===== src/rtl/uart_ctrl_pkg.sv =====
// Shared types and constants for the UART access controller.
// State encoding, data width, guard length and status bit positions.
package uart_ctrl_pkg;

    localparam int DATA_W       = 8;
    localparam int GUARD_CYCLES = 15;

    localparam int ST_TX_FULL  = 3;
    localparam int ST_TX_EMPTY = 2;
    localparam int ST_RX_VALID = 1;
    localparam int ST_BUSY     = 0;

    typedef enum logic [2:0] {
        IDLE,
        WR_STROBE,
        WR_WAIT,
        RD_STROBE,
        RD_HOLD
    } state_e;

endpackage


===== src/rtl/uart_tx_fifo.sv =====
// Small synchronous TX FIFO; depth must be a power of two.
// Pushes into a full FIFO are dropped even if a pop happens that cycle.
module uart_tx_fifo #(
    parameter int DATA_W = 8,
    parameter int DEPTH  = 4
) (
    input  logic              clk_i,
    input  logic              rst_ni,
    input  logic              push_i,
    input  logic [DATA_W-1:0] wdata_i,
    input  logic              pop_i,
    output logic [DATA_W-1:0] rdata_o,
    output logic              full_o,
    output logic              empty_o
);

    localparam int AW = $clog2(DEPTH);

    logic [DATA_W-1:0] mem_q [DEPTH];
    logic [AW-1:0]     wptr_q, rptr_q;
    logic [AW:0]       cnt_q;
    logic              do_push, do_pop;

    assign full_o  = (cnt_q == (AW+1)'(DEPTH));
    assign empty_o = (cnt_q == '0);
    assign do_push = push_i & ~full_o;
    assign do_pop  = pop_i & ~empty_o;
    assign rdata_o = mem_q[rptr_q];

    // Storage array; contents need no reset, pointers define validity.
    always_ff @(posedge clk_i) begin
        if (do_push) begin
            mem_q[wptr_q] <= wdata_i;
        end
    end

    // Pointers and occupancy; reset discards everything queued.
    always_ff @(posedge clk_i or negedge rst_ni) begin
        if (!rst_ni) begin
            wptr_q <= '0;
            rptr_q <= '0;
            cnt_q  <= '0;
        end else begin
            if (do_push) wptr_q <= wptr_q + 1'b1;
            if (do_pop)  rptr_q <= rptr_q + 1'b1;
            cnt_q <= cnt_q + {{AW{1'b0}}, do_push}
                           - {{AW{1'b0}}, do_pop};
        end
    end

endmodule


===== src/rtl/uart_access_ctrl.sv =====
// Round-robin TX arbitration, TX FIFO and registered UART strobes.
// Reads take priority over writes; RX byte held until consumed.
module uart_access_ctrl
    import uart_ctrl_pkg::*;
#(
    parameter int TX_DEPTH      = 4,
    parameter int STROBE_CYCLES = 2
) (
    input  logic              clk,
    input  logic              rst,
    input  logic              req0_valid,
    input  logic [DATA_W-1:0] req0_data,
    output logic              req0_ready,
    input  logic              req1_valid,
    input  logic [DATA_W-1:0] req1_data,
    output logic              req1_ready,
    output logic              rx_valid,
    output logic [DATA_W-1:0] rx_data,
    input  logic              rx_ready,
    input  logic              tbre,
    input  logic              tsre,
    input  logic              data_ready,
    output logic [DATA_W-1:0] uart_din,
    input  logic [DATA_W-1:0] uart_dout,
    output logic              wrn,
    output logic              rdn,
    output logic [3:0]        status
);

    localparam logic [2:0] STB_LAST   = 3'(STROBE_CYCLES - 1);
    localparam logic [3:0] GUARD_LAST = 4'(GUARD_CYCLES - 1);

    state_e            state_q, state_d;
    logic [2:0]        stb_q, stb_d;
    logic [3:0]        guard_q, guard_d;
    logic              last_q;
    logic              wrn_q, wrn_d, rdn_q, rdn_d;
    logic              rxv_q, rxv_d;
    logic [DATA_W-1:0] din_q, din_d, rxd_q, rxd_d;
    logic              tx_full, tx_empty;
    logic              grant0, grant1, push, pop;
    logic [DATA_W-1:0] push_data, fifo_head;

    // last_q = 1 means requester 1 was served last, so 0 wins a tie.
    assign grant0     = req0_valid & (~req1_valid | last_q);
    assign grant1     = req1_valid & (~req0_valid | ~last_q);
    assign req0_ready = grant0 & ~tx_full & rst;
    assign req1_ready = grant1 & ~tx_full & rst;
    assign push       = req0_ready | req1_ready;
    assign push_data  = req0_ready ? req0_data : req1_data;

    assign wrn      = wrn_q;
    assign rdn      = rdn_q;
    assign uart_din = din_q;
    assign rx_valid = rxv_q;
    assign rx_data  = rxd_q;

    uart_tx_fifo #(
        .DATA_W(DATA_W),
        .DEPTH (TX_DEPTH)
    ) u_fifo (
        .clk_i  (clk),
        .rst_ni (rst),
        .push_i (push),
        .wdata_i(push_data),
        .pop_i  (pop),
        .rdata_o(fifo_head),
        .full_o (tx_full),
        .empty_o(tx_empty)
    );

    // Status word assembled from FIFO flags, RX holding and FSM.
    always_comb begin
        status              = '0;
        status[ST_TX_FULL]  = tx_full;
        status[ST_TX_EMPTY] = tx_empty;
        status[ST_RX_VALID] = rxv_q;
        status[ST_BUSY]     = (state_q != IDLE);
    end

    // Next state, strobe/guard counters and data captures.
    always_comb begin
        state_d = state_q;
        stb_d   = stb_q;
        guard_d = guard_q;
        din_d   = din_q;
        rxd_d   = rxd_q;
        rxv_d   = rxv_q & ~rx_ready;
        pop     = 1'b0;
        unique case (state_q)
            IDLE: begin
                if (data_ready && !rxv_q) begin
                    state_d = RD_STROBE;
                end else if (!tx_empty && tbre && tsre) begin
                    state_d = WR_STROBE;
                    din_d   = fifo_head;
                end
            end
            WR_STROBE: begin
                if (stb_q == STB_LAST) begin
                    stb_d   = '0;
                    pop     = 1'b1;
                    state_d = WR_WAIT;
                end else begin
                    stb_d = stb_q + 3'd1;
                end
            end
            WR_WAIT: begin
                if (!tbre || guard_q == GUARD_LAST) begin
                    guard_d = '0;
                    state_d = IDLE;
                end else begin
                    guard_d = guard_q + 4'd1;
                end
            end
            RD_STROBE: begin
                if (stb_q == STB_LAST) begin
                    stb_d   = '0;
                    rxd_d   = uart_dout;
                    rxv_d   = 1'b1;
                    state_d = RD_HOLD;
                end else begin
                    stb_d = stb_q + 3'd1;
                end
            end
            RD_HOLD: begin
                if (!data_ready || guard_q == GUARD_LAST) begin
                    guard_d = '0;
                    state_d = IDLE;
                end else begin
                    guard_d = guard_q + 4'd1;
                end
            end
            default: state_d = IDLE;
        endcase
        wrn_d = (state_d != WR_STROBE);
        rdn_d = (state_d != RD_STROBE);
    end

    // State and registered outputs; reset releases strobes at once.
    always_ff @(posedge clk or negedge rst) begin
        if (!rst) begin
            state_q <= IDLE;
            stb_q   <= '0;
            guard_q <= '0;
            last_q  <= 1'b1;
            wrn_q   <= 1'b1;
            rdn_q   <= 1'b1;
            din_q   <= '0;
            rxd_q   <= '0;
            rxv_q   <= 1'b0;
        end else begin
            state_q <= state_d;
            stb_q   <= stb_d;
            guard_q <= guard_d;
            wrn_q   <= wrn_d;
            rdn_q   <= rdn_d;
            din_q   <= din_d;
            rxd_q   <= rxd_d;
            rxv_q   <= rxv_d;
            if (req0_ready)      last_q <= 1'b0;
            else if (req1_ready) last_q <= 1'b1;
        end
    end

endmodule


===== config.mk =====
export PLATFORM = sky130hd
export DESIGN_NAME = uart_access_ctrl
export DESIGN_NICKNAME = d
export VERILOG_FILES = /design/src/rtl/uart_ctrl_pkg.sv /design/src/rtl/uart_tx_fifo.sv /design/src/rtl/uart_access_ctrl.sv
export SDC_FILE = /design/constraint.sdc
export NUM_CORES = 1
export LEC_CHECK = 0
export ABC_CLOCK_PERIOD_IN_PS = 2500
export BUFFER_PORTS_ARGS = -buffer_cell sky130_fd_sc_hd__buf_4
export CORE_UTILIZATION = 52
export CTS_BUF_LIST = sky130_fd_sc_hd__clkbuf_4
export DETAILED_ROUTE_END_ITERATION = 10
export GPL_TIMING_DRIVEN = 0
export PLACE_DENSITY = 0.83
export SLEW_MARGIN = 10
export SYNTH_ARGS = -nofsm -noshare
export SYNTH_HDL_FRONTEND = slang
export SYNTH_SLANG_ARGS = --single-unit

===== constraint.sdc =====
create_clock -name clk -period 2.5 [get_ports clk]
set_input_delay 0.375 -clock clk [delete_from_list [all_inputs] [get_ports clk]]
set_output_delay 0.375 -clock clk [all_outputs]
set_load 0.05 [all_outputs]

### Word level (Yosys, flattened, before mapping)

Memory sizes are Yosys's and may differ from the RTL's. A register that Yosys moved wholly into a read port is not among the register bits.
Index checks and enable logic that the tools add are counted.

* reductions and logical operators: 18
* muxes and demuxes: 20
* add/subtract/negate cells: 6
* bitwise gates (word level): 19
* eq/ne operators: 9

Operators by type and width (count)
* 3-bit 2-to-1 mux: 7
* 3-bit one-hot mux with 5 select lines: 1
* 1-bit AND: 9
* 1-bit 2-to-1 mux: 8
* 4-bit 2-to-1 mux: 2
* 8-bit 2-to-1 mux: 1
* 4-bit one-hot mux with 2 select lines: 1
* 1-bit inverter: 7
* 3-bit by 1-bit equality test with 1-bit output, second input constant: 2
* 3-bit by 2-bit equality test with 1-bit output, second input constant: 2
* 3-bit equality test, second input constant: 2
* 3-bit zero test: 2
* 1-bit zero test: 5
* 2-bit by 1-bit adder with 2-bit output, second input constant: 2
* 4-bit by 1-bit adder with 4-bit output, second input constant: 1
* 4-bit equality test, second input constant: 1
* 2-bit nonzero test: 2
* 3-bit by 1-bit adder with 3-bit output: 1
* 3-bit by 1-bit adder with 3-bit output, second input constant: 1
* 1-bit logical AND: 3
* 3-bit by 1-bit inequality test with 1-bit output, second input constant: 1
* 3-bit by 2-bit inequality test with 1-bit output, second input constant: 1
* 1-bit OR: 3
* 3-bit AND reduction: 1
* 5 further kinds: 6

* bits in registers: 29
* memories: 1
* word-level logic and storage cells: 84
* output and inout bits: 25
* bits in writable memories: 32

Memory list
* u_fifo.mem_q: words 4, bits a word 8, read ports 1, clocked after memory_dff 1, write ports 1, line uart_tx_fifo.sv:19 `logic [DATA_W-1:0] mem_q [DEPTH];`

### Longest topological paths before layout

Gate-level depths: netlist of run 1.

* depth after elaboration: 9
* mapped depth: 10
* mapped depth without buffers: 9

### Hierarchy

Synthesis of run 1 repeated with hierarchy kept, for this count alone.

* cells, all modules: 213
* area total of the unflattened synthesis: 3106.7 um^2

Modules (own cells, without submodules)
* uart_tx_fifo: cells an instance 83, area an instance 1622.8 um^2, instances 1
* uart_access_ctrl: cells an instance 130, area an instance 1483.9 um^2, instances 1

### Least setup slack after synthesis of run 1

Ideal clock, no wire load.

* kind: reg2reg
* from: register stb_q[2]
* to: register u_fifo.cnt_q[2]
* stages on the path, launching flop included: 11
* arrival: 2.348 ns
* path slack: 0.027 ns
* period minus slack after synthesis: 2.473 ns
* buffers on the path: 1
* path through: dfrtp_1 or3b_2 buf_2 nor4_4 ha_1 inv_1 ha_1 inv_1 fa_1 xnor2_1 xnor2_1

* word-level cells in the longest chain between the ends: 5

RTL lines
* from (decl): line uart_access_ctrl.sv:34 `logic [2:0] stb_q, stb_d;`
* from (signal assigned): line uart_access_ctrl.sv:154 `stb_q <= stb_d;`
* 3-bit by 1-bit equality test with 1-bit output: line uart_access_ctrl.sv:100 `if (stb_q == STB_LAST) begin`
* 1-bit 2-to-1 mux: line uart_access_ctrl.sv:100
* 1-bit 2-to-1 mux: line uart_access_ctrl.sv:90 `unique case (state_q)`
* 1-bit AND: line uart_tx_fifo.sv:27 `assign do_pop = pop_i & ~empty_o;`
* net u_fifo.do_pop: line uart_tx_fifo.sv:22 `logic do_push, do_pop;`
* 3-bit by 1-bit subtractor with 3-bit output: line uart_tx_fifo.sv:47 `- {{AW{1'b0}}, do_pop};`
* to (signal assigned): line uart_tx_fifo.sv:46 `cnt_q <= cnt_q + {{AW{1'b0}}, do_push}`
* to (decl): line uart_tx_fifo.sv:21 `logic [AW:0] cnt_q;`

The timed path passes the listed nets, and every way through them passes these cells.
A chain may end at the register's enable or synchronous reset.

### Worst setup path in the final report of run 1

* from: register stb_q[1]
* to: register u_fifo.cnt_q[2]

Same word-level chain as after synthesis.

==> run_results.csv, run 1 <==
group,metric,value,unit
drt,totalWireLength,5546,µm
synth,seq_area_frac_synth,61.72,%
critical_path,start_kind,"register",
drt,dr_total_vias,1888,
power,power_per_cell_area,1266,nW/µm²
floorplan,std_cell_rows,27,
critical_path,endpoint_kind,"register",
global_routing,grt_pass1_vias,1857,
critical_path,crit_path_max_fanout,4,
drt,drt_iter0_drc,131,
place,io_buffers,56,
timing,finalCritPeriodShare,97.50,%
floorplan,dieArea,6202,µm²
global_routing,grt_first_pass_wirelength,8997,µm
drt,vias_per_cell,5.364,
critical_path,crit_chain,"or3b_4 -> nor4_4 -> ha_1 -> inv_1 -> ha_1 -> inv_1 -> fa_2 -> xnor2_2 -> xnor2_1",
power,leakagePower,1.644,nW
global_routing,gr-usage-all-layers,19.94,%
drt,drtPass1Iterations,4,
final_layout,syn_to_final_growth,24.96,%
drt,wl_per_cell,15.76,µm
critical_path,cp_data_required_time,2.79,ns
timing,slew_headroom,47.68,%
timing,hold_slack,0.1454,ns
floorplan,core,5608,µm²
global_routing,grt_overflow,0,
min_path,min_path_type,"primary input to register",
final_layout,fillers,418,
critical_path,crit_type,"register to register",
global_routing,grt_max_degree,35,
floorplan,start_util,54.62,%
final_layout,final_cells,352,
clock_tree,clock_latency,0.41,ns
run,max_cap_violations,0,
drt,route.detailed.drc,0,
clock_tree,cts_tree,"yes",
timing,finalCriticalPeriod,2.437,ns
synth,syn_inst,202,
final_layout,layout.nets,316,
power,peakVddDrop,0.6909,mV
place,place.gp.congestion,0.7455,
floorplan,die_h,78.75,µm
place,place_inst,330,
synth,yosysUniqueCellTypes,40,
global_routing,antenna_found_initial,0,
timing,fmax,410.3,MHz
timing,worst_slew_pin_slew,0.7848,ns
clock_tree,cts_buffers,9,
synth,yosys_register_bits,69,
synth,synthFlopType,"dfrtp_1",
clock_tree,htreeDepth,3,
critical_path,slowest_stage,"or3b_4",
place,dpl.hpwl,3840,µm
timing,hold_violations,0,
drt,ant_nets,0,
outcome,status,"finished, final reports clean",
timing,finalSetupViolCount,0,
clock_tree,cts.clk_slew.worst_paths,0.11,ns
timing,finClkSkew,0.01550,ns
final_layout,drive_above_1_share,47.14,%
critical_path,cp_slowest_stage_delay,0.44,ns
clock_tree,cts_root_buf,"clkbuf_4",
synth,synth_edf_count,32,
synth,yosysWarnings,0,
floorplan,die_w,78.75,µm
final_layout,insertedDiodeCount,0,
critical_path,critPathArrivalTime,2.73,ns
clock_tree,cts_max_path_buffers,2,
timing,slew_violations,0,
synth,syn_area_per_cell,15.16,µm²
synth,synthArstFlopShare,53.62,%
synth,syn-num-nets,243,
floorplan,ios,57,
synth,syn_area,3063,µm²
clock_tree,clock-sinks,69,
[cell families after synthesis]
family / count (synthesis) / share of synthesized area [%]
muxes: 33 / 15.07
buffers and inverters: 18 / 2.655
xor gates and xnor gates: 9 / 2.574
DFF: 69 / 61.72
AOI/OAI and AO/OA: 19 / 4.902
and+or+nand+nor: 45 / 9.150
adders and majority gates: 9 / 3.922
[final timing paths]
path	startpoint	depth (start not counted)	endpoint	slack, ns
worst max-delay path	stb_q[1]	9	u_fifo.cnt_q[2]	0.06
worst min-delay path	rx_ready	2	rx_valid	0.15
worst max register to register	stb_q[1]	9	u_fifo.cnt_q[2]	0.06
worst min register to register	rx_data[7]	1	rx_data[7]	0.52
max in group asynchronous	rst	3	stb_q[0]	1.79
min in group asynchronous	rst	2	rdn	0.51
[metrics by stage]
stage               util [%]  setup slack [ns]  total power, mW  area (µm²)   TNS (ns)
CTS                    67.72           0.06607            4.866        3797          0
detailed placement     63.72           -0.1965            4.028        3573    -0.2344
global route           68.25         -0.002215            5.133        3827  -0.002215
finish                 68.25           0.06263            4.846        3827          0
floorplan                  -           0.02673            3.417        3063          0
global placement       63.72          -0.07337            3.940        3573   -0.07337
[sequential cells by signal, indices dropped and copies added, names as in the netlist]
register       count
u_fifo.cnt_q       3
wrn                1
rdn                1
uart_din           8
rx_data            8
guard_q            4
state_q            3
u_fifo.wptr_q      2
stb_q              3
last_q             1
rx_valid           1
u_fifo.mem_q      32
u_fifo.rptr_q      2
[layout make-up]
class                      count  area, µm²  area share (%)
tap                           72      90.09           2.354
clock inverter                 7      90.09           2.354
inverter                       9      33.78          0.8826
clock buffer                   9      67.56           1.765
timing repair buffer          64      495.5           12.95
sequential                    69       1891           49.40
buffer                         7      40.04           1.046
multi-input combinational    115       1120           29.26
[power breakdown]
group          leakage, nW  internal, mW  switching [mW]
logic                0.821         0.920            1.34
clock network       0.0817         0.400           0.388
registers            0.741          1.57           0.223
[cell usage in the layout (no fill, tap or decap), types with 2 or more instances in the layout]
cell type / instances
nor3b_1: 4
dfstp_2: 3
dfrtp_1: 34
nand2b_1: 4
ha_1: 8
a31oi_1: 2
nand2_1: 10
inv_1: 9
clkinv_2: 3
nor2_1: 3
nand4_1: 2
bufinv_16: 2
xnor2_1: 5
o21a_1: 2
xor2_1: 3
o21ai_0: 5
nand3_1: 2
and3b_1: 2
o21bai_1: 3
clkbuf_4: 9
mux2_2: 25
buf_1: 2
or2_2: 2
edfxtp_1: 32
and3_1: 2
clkinvlp_4: 2
buf_4: 65
nor2b_1: 3
and2_1: 4
a21o_1: 3
mux4_2: 8
[synth_stat cells, types with 2 or more instances]
library cell / n / area share, %
dfrtp_1: 34 / 28
edfxtp_1: 32 / 31
mux2_2: 25 / 9.2
nand2_1: 10 / 1.2
inv_1: 9 / 1.1
ha_1: 8 / 3.3
mux4_2: 8 / 5.9
xnor2_1: 6 / 1.7
o21ai_0: 5 / 0.82
and2_1: 4 / 0.82
nand2b_1: 4 / 0.82
nor3b_1: 4 / 0.98
a21o_1: 3 / 0.74
buf_1: 3 / 0.37
buf_4: 3 / 0.74
dfstp_2: 3 / 2.6
nand3_1: 3 / 0.49
nor2_1: 3 / 0.37
nor2b_1: 3 / 0.61
o21bai_1: 3 / 0.74
xor2_1: 3 / 0.86
a31oi_1: 2 / 0.41
and3_1: 2 / 0.41
and3b_1: 2 / 0.57
buf_2: 2 / 0.33
nand4_1: 2 / 0.41
o21a_1: 2 / 0.49
or2_2: 2 / 0.41
[metal layers]
| metal | vias to the layer above | track usage (%) | part of all wire [%] |
|---|---|---|---|
| li1 | 885 | - | - |
| met1 | 948 | 25.67 | 42 |
| met2 | 48 | 32.52 | 53 |
| met3 | 7 | 5.287 | 3.9 |
| met4 | 0 | 7.407 | 0.92 |
| met5 | - | 0 | 0 |
[critical path, delay by kind of cell, from the launching register on]
| family | cells | cell delay, ns |
|---|---|---|
| fa+ha+maj | 3 | 0.80 |
| simple gates | 2 | 0.74 |
| flops | 1 | 0.40 |
| xor+xnor | 2 | 0.28 |
| buf+inv | 2 | 0.12 |
[timing repair]
action,4_1_cts,5_1_grt
pin swaps,3,4
gates cloned,0,0
setup buffers,3,3
hold buffers,2,0
hold endpoints to repair,34,0
setup endpoints to repair,3,1
resized for setup,5,2
(Power assumes the default switching activity.)
==> inputs of run 2 (changes only) <==
Settings changed: CTS_CLUSTER_DIAMETER set to 100, PLACE_DENSITY 0.83 to 0.78, REMOVE_ABC_BUFFERS set to 1.
==> run 2 against run 1 <==
  * Non-clock buffer count is 13 lower
  * Clock-buffer cell count is 2 higher
  * Highest routed layer unchanged
  * Largest cell class unchanged
  * Largest power group unchanged
  * Critical endpoint unchanged
  * Sequential power is 6% higher
  * Die area stayed put
  * Via count is 4.9% lower
  * Cell count is 3.7% lower
==> run_results.csv, run 2 (synthesis results as in run 1) <==
group,metric,value,unit
clock_tree,cts_max_path_buffers,2,
final_layout,drive_above_1_share,44.57,%
power,leakagePower,1.573,nW
timing,worst_slew_pin_slew,0.7568,ns
floorplan,dieArea,6202,µm²
timing,finalSetupViolCount,0,
timing,finalCritPeriodShare,97.09,%
clock_tree,cts.clk_slew.worst_paths,0.11,ns
global_routing,grt_overflow,0,
critical_path,endpoint_kind,"register",
global_routing,grt_pass1_vias,1831,
drt,ant_nets,0,
global_routing,grt_first_pass_wirelength,8763,µm
clock_tree,cts_root_buf,"clkbuf_4",
critical_path,critPathArrivalTime,2.74,ns
final_layout,top_register,"u_fifo.mem_q",
place,dpl_cell_area,3526,µm²
critical_path,crit_type,"register to register",
timing,hold_slack,0.1549,ns
timing,rsz0062_at_grt,"true",
power,peakVddDrop,0.7334,mV
timing,slew_headroom,49.54,%
drt,totalWireLength,5378,µm
global_routing,antenna_found_initial,0,
floorplan,start_util,54.62,%
final_layout,layout.nets,303,
final_layout,layout_commonest_cell,"buf_4",
final_layout,largest_register_ff_count,32,
timing,finClkSkew,0.01121,ns
run,max_cap_violations,0,
final_layout,syn_to_final_growth,20.87,%
power,power_per_cell_area,1248,nW/µm²
critical_path,start_kind,"register",
drt,wl_per_cell,15.86,µm
place,dpl.hpwl,3570,µm
outcome,status,"finished, final reports clean",
critical_path,crit_path_max_fanout,5,
timing,slew_violations,0,
drt,vias_per_cell,5.295,
clock_tree,clock_latency,0.38,ns
drt,drtPass1Iterations,4,
place,io_buffers,56,
global_routing,grt_max_degree,35,
clock_tree,cts_setup_buffers,0,
floorplan,die_h,78.75,µm
clock_tree,clock-sinks,69,
global_routing,gr-usage-all-layers,19.13,%
final_layout,stdcell_area,3702,µm²
timing,finalCriticalPeriod,2.427,ns
final_layout,layout_common_cells,"56 x buf_4, 34 x dfrtp_1, 32 x edfxtp_1",
clock_tree,cts_tree,"yes",
drt,drt_iter0_drc,117,
min_path,min_path_type,"primary input to register",
clock_tree,htreeDepth,3,
clock_tree,cts_buffers,9,
floorplan,std_cell_rows,27,
floorplan,core,5608,µm²
drt,route.detailed.drc,0,
timing,fmax,412.0,MHz
timing,hold_violations,0,
floorplan,die_w,78.75,µm
floorplan,ios,57,
place,place.gp.congestion,0.7404,
final_layout,insertedDiodeCount,0,
power,total_power,4.622,mW
critical_path,cp_data_required_time,2.81,ns
drt,dr_total_vias,1795,
-- run 2: per-layer routing --
metal	global-route usage (%)	wire [µm]	vias up
met5	0	0	-
met4	8.333	48	0
met3	3.448	154	5
met2	31.91	2768	38
met1	24.58	2407	898
li1	-	-	854
-- run 2: final timing paths --
kind	to	cells after the start	slack [ns]	start
max	u_fifo.cnt_q[2]	9	0.07	stb_q[2]
min	rx_valid	2	0.15	rx_ready
max reg2reg	u_fifo.cnt_q[2]	9	0.07	stb_q[2]
min reg2reg	stb_q[2]	1	0.52	stb_q[2]
max in group asynchronous	stb_q[1]	3	1.53	rst
min in group asynchronous	rdn	2	0.75	rst
-- run 2: power breakdown --
group          internal (mW)  leakage (nW)  switching, mW  total (mW)
clock                  0.323        0.0770          0.374       0.696
sequential              1.57         0.741          0.326        1.90
combinational          0.831         0.755           1.20        2.03
-- run 2: worst max-delay path: stages, from the launching register on --
cell	delay, ns
dfrtp_1	0.42
or3b_4	0.45
nor4_4	0.30
ha_1	0.28
inv_1	0.05
ha_1	0.12
inv_1	0.05
fa_1	0.37
xnor2_1	0.18
xnor2_1	0.14
-- run 2: stage by stage --
step | std cells | TNS [ns] | utilization, % | worst slack (ns)
final | 339 | 0 | 66.02 | 0.07281
after global routing | 339 | -0.04390 | 66.02 | -0.04390
after CTS | 339 | 0 | 65.89 | 0.006608
after detailed placement | 321 | -0.1463 | 62.87 | -0.1463
after global placement | 321 | -0.09592 | 62.87 | -0.09592
after floorplan | 193 | -16.80 | - | -0.8530
-- run 2: area by class of cell --
cell class	count	area [µm²]
clock buffers	11	82.58
clock inverters	5	51.30
fillers	440	1906
inverters	9	33.78
multi-input cells	115	1104
flip-flops and latches	69	1891
well taps	72	90.09
repair buffers	58	450.4
-- run 2: what timing repair did --
| item | in CTS | in global routing |
|---|---|---|
| hold buffers | 2 | 0 |
| pin swaps | 1 | 1 |
| endpoints found under the setup margin | 1 | 2 |
| gates resized for setup | 1 | 2 |
| hold endpoints to repair | 34 | 0 |
==> inputs of run 3 (changes only) <==
Settings changed: ABC_CLOCK_PERIOD_IN_PS 2500 to 2000.
Clock period 2.5 ns to 2 ns, I/O delays scaled along.
==> run 3 against run 2 <==
  * The flow now finishes with violations (setup timing)
  * Clock power up 26%
  * Fmax up 6.7%
  * Register-to-register slack worse by 0.35 ns
  * Worst setup slack worse by 0.35 ns
  * Via count up 2.7%
  * Critical path type unchanged
==> run_results.csv, run 3 (synthesis results as in run 1) <==
group,metric,value,unit
power,total_power,5.879,mW
final_layout,insertedDiodeCount,0,
final_layout,drive_above_1_share,48.18,%
global_routing,grt_pass1_vias,1884,
drt,route.detailed.drc,0,
drt,vias_per_cell,5.329,
power,p_sw_share,41.14,%
power,leakagePower,1.608,nW
drt,totalWireLength,5555,µm
min_path,hold_depth,2,
drt,drt_iter0_drc,153,
final_layout,layout.nets,310,
final_layout,final_util,67.36,%
final_layout,multi_input_area,1122,µm²
drt,drtPass1Iterations,4,
min_path,hold_end,"rx_valid",
place,io_buffers,56,
critical_path,crit_path_max_fanout,3,
timing,hold_slack,0.07675,ns
power,pwr-share-seq,40.4,%
clock_tree,cts_buffers,9,
critical_path,crit_type,"register to register",
final_layout,fillers,421,
place,dpl_cell_area,3526,µm²
min_path,min_path_type,"primary input to register",
floorplan,std_cell_rows,27,
final_layout,syn_to_final_growth,23.33,%
final_layout,largest_register_ff_count,32,
floorplan,start_util,54.62,%
global_routing,grt_overflow,0,
power,power_per_cell_area,1556,nW/µm²
critical_path,cp_data_required_time,2.31,ns
global_routing,gr-usage-all-layers,19.62,%
drt,ant_nets,0,
outcome,status,"complete, but fails checks",
power,intPower,3.461,mW
power,p_clk_share,15.0,%
timing,slew_headroom,59.51,%
final_layout,top_register,"u_fifo.mem_q",
floorplan,core,5608,µm²
global_routing,antenna_found_initial,0,
timing,worst_slew_pin_slew,0.6074,ns
timing,setup_tns,-0.5191,ns
critical_path,ff2ff_path_depth,9,
final_layout,stdcell_area,3777,µm²
final_layout,seqCellArea,1894,µm²
critical_path,start_kind,"register",
timing,slew_violations,0,
clock_tree,cts_tree,"yes",
outcome,violations,"setup timing",
critical_path,reg2reg_to,"u_fifo.cnt_q[2]",
drt,dr_total_vias,1844,
power,peakVddDrop,0.9211,mV
clock_tree,htreeDepth,3,
timing,hold_violations,0,
critical_path,rrSetupSlack,-0.28,ns
final_layout,layout_commonest_cell,"buf_4",
power,comb_power_share,44.7,%
timing,fmax,439.5,MHz
floorplan,ios,57,
critical_path,endpoint_kind,"register",
clock_tree,clock-sinks,69,
timing,finClkSkew,0.009084,ns
place,dpl.hpwl,3570,µm
critical_path,critPathArrivalTime,2.59,ns
power,p_sw,2.418,mW
timing,rsz0062_at_grt,"true",
timing,finalCritPeriodShare,113.8,%
drt,wl_per_cell,16.05,µm
floorplan,dieArea,6202,µm²
min_path,min_from,"rx_ready",
run,max_cap_violations,0,
clock_tree,cts_root_buf,"clkbuf_4",
clock_tree,clock_latency,0.38,ns
clock_tree,cts.clk_slew.worst_paths,0.11,ns
global_routing,grt_first_pass_wirelength,8956,µm
final_layout,layout_common_cells,"63 x buf_4, 32 x edfxtp_1, 31 x dfrtp_1",
floorplan,die_h,78.75,µm
global_routing,grt_max_degree,35,
clock_tree,cts_max_path_buffers,2,
floorplan,die_w,78.75,µm
timing,finalSetupViolCount,4,
timing,setup_slack,-0.2751,ns
place,place.gp.congestion,0.7404,
critical_path,rr_startpoint,"stb_q[1]",
timing,finalCriticalPeriod,2.275,ns
## run 3: critical path: stages, from the launching register on
cell and delay [ns]:
dfrtp_1 0.40, or3b_4 0.42, nor4_4 0.22, ha_1 0.29, inv_1 0.05, ha_1 0.14, inv_2 0.04, fa_2 0.33
xnor2_1 0.19, xnor2_1 0.14
## run 3: worst max-delay path by stage
stage | from | depth (start not counted) | endpoint | slack (ns)
floorplan | u_fifo.cnt_q[1] | 9 | u_fifo.cnt_q[2] | -1.35
global placement | u_fifo.cnt_q[1] | 9 | u_fifo.cnt_q[2] | -0.60
detailed placement | u_fifo.cnt_q[1] | 9 | u_fifo.cnt_q[2] | -0.65
CTS | stb_q[1] | 9 | u_fifo.cnt_q[2] | -0.28
global route | stb_q[1] | 9 | u_fifo.cnt_q[2] | -0.38
finish | stb_q[1] | 9 | u_fifo.cnt_q[2] | -0.28
## run 3: metrics by stage
| stage | worst slack [ns] | instances |
|---|---|---|
| floorplan | -1.353 | 193 |
| global placement | -0.5959 | 321 |
| detailed placement | -0.6463 | 321 |
| CTS | -0.2835 | 345 |
| global route | -0.3765 | 346 |
| finish | -0.2751 | 346 |
## run 3: routing by layer
| layer | share of wire [%] | GRT usage [%] | up-vias | wire length (µm) |
|---|---|---|---|---|
| met2 | 52 | 32.70 | 40 | 2867 |
| li1 | - | - | 867 | - |
| met4 | 1.4 | 9.815 | 0 | 75 |
| met1 | 45 | 24.76 | 930 | 2479 |
| met5 | 0 | 0 | - | 0 |
| met3 | 2.4 | 3.448 | 7 | 133 |
## run 3: layout make-up
class	count	area share [%]
Clock buffer	11	2.186
Inverter	9	0.8943
Tap cell	72	2.385
Multi-Input combinational cell	115	29.71
Sequential cell	69	50.15
Timing Repair Buffer	65	13.32
Clock inverter	5	1.358
## run 3: what timing repair did
item	in CTS	in global routing
resized for setup	9	2
setup endpoints to repair	45	13
hold buffers	2	0
setup buffers	6	1
pin swaps	6	0
hold endpoints to repair	34	0
## run 3: power by group through the flow
| stage | clock, mW | sequential [mW] | combinational (mW) |
|---|---|---|---|
| 6_report | 0.879 | 2.37 | 2.63 |
| 5_1_grt | 0.949 | 2.44 | 2.82 |
| 4_1_cts | 0.898 | 2.37 | 2.64 |
| 3_5_place_dp | 0 | 2.40 | 2.53 |
| 3_3_place_gp | 0 | 2.37 | 2.48 |
| 2_1_floorplan | 0 | 2.99 | 1.21 |
